[config.mk]
export PLATFORM = sky130hd
export DESIGN_NAME = uart_rx_word
export DESIGN_NICKNAME = d
export VERILOG_FILES = /design/src/rtl/uart_rx_word.sv
export SDC_FILE = /design/constraint.sdc
export NUM_CORES = 1
export LEC_CHECK = 0
export CELL_PAD_IN_SITES_DETAIL_PLACEMENT = 1
export CELL_PAD_IN_SITES_GLOBAL_PLACEMENT = 2
export CORE_UTILIZATION = 34
export CTS_CLUSTER_SIZE = 30
export DETAILED_ROUTE_END_ITERATION = 6
export GPL_ROUTABILITY_DRIVEN = 0
export GPL_TIMING_DRIVEN = 0
export PLACE_DENSITY_LB_ADDON = 0.08
export SETUP_SLACK_MARGIN = 0.3
export SYNTH_ARGS = -nofsm -noshare
export SYNTH_HDL_FRONTEND = slang
export SYNTH_SLANG_ARGS = --single-unit
[constraint.sdc]
create_clock -name clock -period 2.2 [get_ports clock]
set_input_delay 0.22 -clock clock [delete_from_list [all_inputs] [get_ports clock]]
set_output_delay 0.22 -clock clock [all_outputs]
set_load 0.03 [all_outputs]
[src/rtl/uart_rx_word.sv]
// UART receiver packing BYTE_WIDTH frames little-endian into WORD_WIDTH words; word_valid rises 1 cycle after the final stop sample.
// Output holds until word_valid && word_ready; a word completing while the output is stalled is dropped with an overrun pulse.
module uart_rx_word #(
  parameter int WORD_WIDTH = 32,
  parameter int BYTE_WIDTH = 8,
  parameter int CLK_FREQ   = 200_000_000,
  parameter int BAUD_RATE  = 115200
) (
  input  logic                  clock,
  input  logic                  reset,
  input  logic                  sig_in,
  output logic [WORD_WIDTH-1:0] word_data,
  output logic                  word_valid,
  input  logic                  word_ready,
  output logic                  frame_err,
  output logic                  overrun
);

  localparam int CLKS_PER_BIT = CLK_FREQ / BAUD_RATE;
  localparam int HALF_BIT     = CLKS_PER_BIT / 2;
  localparam int NUM_BYTES    = WORD_WIDTH / BYTE_WIDTH;
  localparam int TMR_W        = $clog2(CLKS_PER_BIT + 1);
  localparam int BIT_W        = (BYTE_WIDTH > 1) ? $clog2(BYTE_WIDTH) : 1;
  localparam int BYTE_W       = (NUM_BYTES > 1) ? $clog2(NUM_BYTES) : 1;

  localparam logic [TMR_W-1:0]  TMR_FULL  = TMR_W'(CLKS_PER_BIT - 1);
  localparam logic [TMR_W-1:0]  TMR_HALF  = TMR_W'(HALF_BIT - 1);
  localparam logic [BIT_W-1:0]  BIT_LAST  = BIT_W'(BYTE_WIDTH - 1);
  localparam logic [BYTE_W-1:0] BYTE_LAST = BYTE_W'(NUM_BYTES - 1);

  typedef enum logic [1:0] {S_IDLE, S_START, S_DATA, S_STOP} state_t;

  state_t                r_state;
  state_t                w_next_state;
  logic                  r_sync1;
  logic                  r_sync2;
  logic                  r_sync_d;
  logic [TMR_W-1:0]      r_timer;
  logic [BIT_W-1:0]      r_bit_cnt;
  logic [BYTE_WIDTH-1:0] r_shift;
  logic [BYTE_W-1:0]     r_byte_cnt;
  logic [WORD_WIDTH-1:0] r_accum;
  logic [WORD_WIDTH-1:0] r_word_data;
  logic                  r_word_valid;
  logic                  r_frame_err;
  logic                  r_overrun;

  logic                  w_timer_clr;
  logic                  w_bit_sample;
  logic                  w_stop_ok;
  logic                  w_stop_bad;
  logic                  w_word_done;
  logic [WORD_WIDTH-1:0] w_assembled;

  always_ff @(posedge clock) begin
    if (reset) begin
      r_sync1  <= 1'b1;
      r_sync2  <= 1'b1;
      r_sync_d <= 1'b1;
    end else begin
      r_sync1  <= sig_in;
      r_sync2  <= r_sync1;
      r_sync_d <= r_sync2;
    end
  end

  always_ff @(posedge clock) begin
    if (reset) r_state <= S_IDLE;
    else       r_state <= w_next_state;
  end

  // Edge detect on the synchronized line only, so a line stuck low never retriggers.
  always_comb begin
    w_next_state = r_state;
    w_timer_clr  = 1'b0;
    w_bit_sample = 1'b0;
    w_stop_ok    = 1'b0;
    w_stop_bad   = 1'b0;
    case (r_state)
      S_IDLE: begin
        w_timer_clr = 1'b1;
        if (r_sync_d && !r_sync2) w_next_state = S_START;
      end
      S_START: begin
        if (r_timer == TMR_HALF) begin
          w_timer_clr  = 1'b1;
          w_next_state = r_sync2 ? S_IDLE : S_DATA;
        end
      end
      S_DATA: begin
        if (r_timer == TMR_FULL) begin
          w_timer_clr  = 1'b1;
          w_bit_sample = 1'b1;
          if (r_bit_cnt == BIT_LAST) w_next_state = S_STOP;
        end
      end
      S_STOP: begin
        if (r_timer == TMR_FULL) begin
          w_timer_clr  = 1'b1;
          w_next_state = S_IDLE;
          w_stop_ok    = r_sync2;
          w_stop_bad   = !r_sync2;
        end
      end
      default: w_next_state = S_IDLE;
    endcase
  end

  always_ff @(posedge clock) begin
    if (reset) begin
      r_timer   <= '0;
      r_bit_cnt <= '0;
      r_shift   <= '0;
    end else begin
      r_timer <= w_timer_clr ? '0 : r_timer + 1'b1;
      if (r_state != S_DATA) r_bit_cnt <= '0;
      else if (w_bit_sample) r_bit_cnt <= r_bit_cnt + 1'b1;
      if (w_bit_sample) r_shift <= {r_sync2, r_shift[BYTE_WIDTH-1:1]};
    end
  end

  always_comb begin
    w_assembled = r_accum;
    w_assembled[WORD_WIDTH-1 -: BYTE_WIDTH] = r_shift;
  end

  assign w_word_done = w_stop_ok && (r_byte_cnt == BYTE_LAST);

  always_ff @(posedge clock) begin
    if (reset || w_stop_bad || w_word_done) begin
      r_byte_cnt <= '0;
      r_accum    <= '0;
    end else if (w_stop_ok) begin
      r_byte_cnt <= r_byte_cnt + 1'b1;
      for (int i = 0; i < NUM_BYTES; i++) begin
        if (r_byte_cnt == BYTE_W'(i)) r_accum[i*BYTE_WIDTH +: BYTE_WIDTH] <= r_shift;
      end
    end
  end

  always_ff @(posedge clock) begin
    if (reset) begin
      r_word_data  <= '0;
      r_word_valid <= 1'b0;
      r_frame_err  <= 1'b0;
      r_overrun    <= 1'b0;
    end else begin
      r_frame_err <= w_stop_bad;
      r_overrun   <= 1'b0;
      if (w_word_done) begin
        if (!r_word_valid || word_ready) begin
          r_word_data  <= w_assembled;
          r_word_valid <= 1'b1;
        end else begin
          r_overrun <= 1'b1;
        end
      end else if (r_word_valid && word_ready) begin
        r_word_valid <= 1'b0;
      end
    end
  end

  assign word_data  = r_word_data;
  assign word_valid = r_word_valid;
  assign frame_err  = r_frame_err;
  assign overrun    = r_overrun;

endmodule

==> metrics.cfg <==
[global_route]
grt_max_degree=14
met2_usage=0.300
overflow=0
top_usage_layer=met2
grt_antenna_before_repair=0
grt_use_met3=0.0284
grt_pass1_wl_mm=16.5
met1_usage=0.267
grt_pass1_vias=3138
track_usage=0.191

[sta]
worst_slew_pin_slew_ps=660
finalCriticalPeriod_ps=1940
max_slew_margin=0.560
rsz0062_at_grt=true
fin_skew_ps=10.8
setup-tns-final_ps=0
finalHoldViolations=0
hold_ws_ps=418
setup_viol=0
slew_violations=0
timing.final.crit_share=0.880
fmax_mhz=517

[clock_tree]
cts_tree=done
cts-root-buf=clkbuf_8
clk_latency_ps=350
postCtsHoldBufs=0
cts.clk_slew.worst_paths_ps=90
cts.sinks=88
clk_path_buf_depth=2
numCtsBuffers=9
htreeDepth=3

[worst_setup_path]
crit_top_cell=buf_6
crit_chain=buf_6 -> nand4bb_4 -> buf_4 -> buf_6 -> buf_4 -> or4_4 -> buf_6 -> nand2_1 -> a21oi_2
worstSetupStartpoint=r_timer[5]
worstSetupPathType=flip-flop to flip-flop
reg2reg_depth=9
rrSetupSlack_ps=260
crit_path_max_fanout=8
r2r-start=r_timer[5]
reg2reg_to=r_accum[6]
required_ps=2440
worstPathArrival_ps=2180
slowest_stage=or4_4
cp_slowest_stage_delay_ps=410
endpoint=r_accum[6]
setup.worst_path.end_class=flip-flop
startpoint_type=flip-flop

[floorplan]
die_w_um=106
rows=37
die-area_mm2=0.0112
die_h_um=106
io_pins=39
initial_core_util=0.352
core_mm2=0.0104

[final_layout]
fillCellCount=1199
fin_nets=497
drive_gt1_frac=0.286
diodes=0
area_growth_pct=40.3

[worst_hold_path]
hold_path.class=flip-flop to flip-flop

[yosys]
netlist_instances=410
synth_cell_type_count=43
syn_nets=421
syn_area_mm2=0.00365
syn_area_per_cell_um2=8.91
yosys_warnings=0
ys_seq_area_frac=0.482
ys_seq_elements=88

[place]
port-buffer-count=38
hpwl_mm=6.85

[drt]
wirelength_mm=10.4
vias=3242
via_per_inst=5.18
drtIter0Drc=111
antenna_left=0
post_drt_wl_per_cell_um=16.7
firstDrtPassIters=4
drc=0

[power_and_ir_drop]
total_power_uw=2890
power_per_cell_area_mw_per_mm2=563
peakVddDrop_v=0.000341
leakagePower_uw=0.00172

[run]
max_cap_violations=0

[outcome]
outcome=finished clean

[layout by cell type (no fill, tap or decap), types with 11 or more instances in the layout]
cell / instances
nor3_1: 15
nand3_1: 50
buf_4: 19
clkbuf_8: 11
clkdlybuf4s50_1: 38
nor2_1: 15
clkbuf_1: 12
a21oi_1: 34
buf_6: 19
dfxtp_1: 83
nand2_1: 31
o21ai_1: 20
a21oi_2: 24
[worst max-delay path: cells and delay by family (launching register included)]
family          cells  cell delay (ps)
compound gates      1               60
buf+inv             5              680
flops               1              320
simple gates        3              770
[final cells by class]
cell class                 count  area, um2  area share
clock inverter                 4       70.1      0.0137
inverter                       5       18.8     0.00366
multi-input combinational    278       1910       0.373
buffer                        39        384      0.0749
tap                          136        170      0.0332
clock buffer                  11        131      0.0256
timing repair buffer          65        668       0.130
sequential                    88       1770       0.345
[what timing repair did]
item                       CTS  global route
buffers inserted            10            11
pin swaps                    6            43
gates cloned                 2             4
resized for setup           79            87
setup endpoints to repair   79            78
[cells by family after synthesis]
kind of cell | share of synthesized area
buffers and inverters | 0.0753
AND/OR/NAND/NOR | 0.224
XOR/XNOR | 0.0264
AO/OA/AOI/OAI | 0.139
adder cells (fa/ha/maj) | 0.0240
multiplexers | 0.0301
flip-flops | 0.482
[metal layers]
metal  wire (um)  up-vias  part of all wire
met1        5160     1593              0.49
met4         135        0             0.013
met3         233       12             0.022
met2        4920       45              0.47
met5           0        -                 0
li1            -     1592                 -
[worst min path at each step]
stage                        from  cells after the start      end
after detailed placement  r_sync1                      1  r_sync2
after global placement    r_sync1                      1  r_sync2
after global routing      r_sync1                      1  r_sync2
after floorplan            sig_in                      1  r_sync1
final                     r_sync1                      1  r_sync2
after CTS                  sig_in                      2  r_sync1
[stage by stage]
| stage | instances | utilization | setup WS (ps) | instance area [um2] |
|---|---|---|---|---|
| after global placement | 584 | 0.406 | -157 | 4210 |
| final | 626 | 0.494 | 265 | 5130 |
| after CTS | 611 | 0.450 | 245 | 4670 |
| after detailed placement | 584 | 0.406 | -235 | 4210 |
| after global routing | 626 | 0.494 | 172 | 5130 |
| after floorplan | 410 | - | 303 | 3650 |
[state kept, by name, indices dropped and copies added, names as in the netlist, named ones only]
signal      cells
r_sync_d        1
r_sync2         1
r_byte_cnt      2
overrun         1
word_valid      1
r_sync1         1
r_state         1
r_shift         8
word_data      32
r_bit_cnt       3
r_accum        24
r_timer        11
frame_err       1
[power breakdown]
group	total, uW	leakage (uW)	internal [uW]	switching (uW)
registers	1600	0.000712	1590	1.69
logic	90.3	0.000902	36.8	53.5
clock network	1200	0.000103	632	570
[cells in the mapped netlist (all sizes together)]
cell,count,area share
dfxtp,88,0.48
nand3,61,0.084
a21oi,58,0.080
nand2,34,0.036
o21ai,32,0.044
clkbuf,20,0.024
nor3,16,0.022
buf,15,0.035
nor2,15,0.015
mux2i,11,0.030
xnor2,8,0.019
ha,7,0.024
nand4,6,0.010
or4,6,0.014
inv,5,0.0051
or2,3,0.0051
xor2,3,0.0072
clkdlybuf4s18,2,0.0055
nand2b,2,0.0034
nand4bb,2,0.012
nor3b,2,0.0041
o31ai,2,0.0079
a31oi,1,0.0017
a41oi,1,0.0024
and2,1,0.0017
and2b,1,0.0021
clkdlybuf4s15,1,0.0031
dlymetal6s2s,1,0.0034
nand3b,1,0.0021
nor4,1,0.0058
nor4b,1,0.0024
nor4bb,1,0.0027
o32ai,1,0.0024
or3,1,0.0017
(Power assumes the default switching activity.)
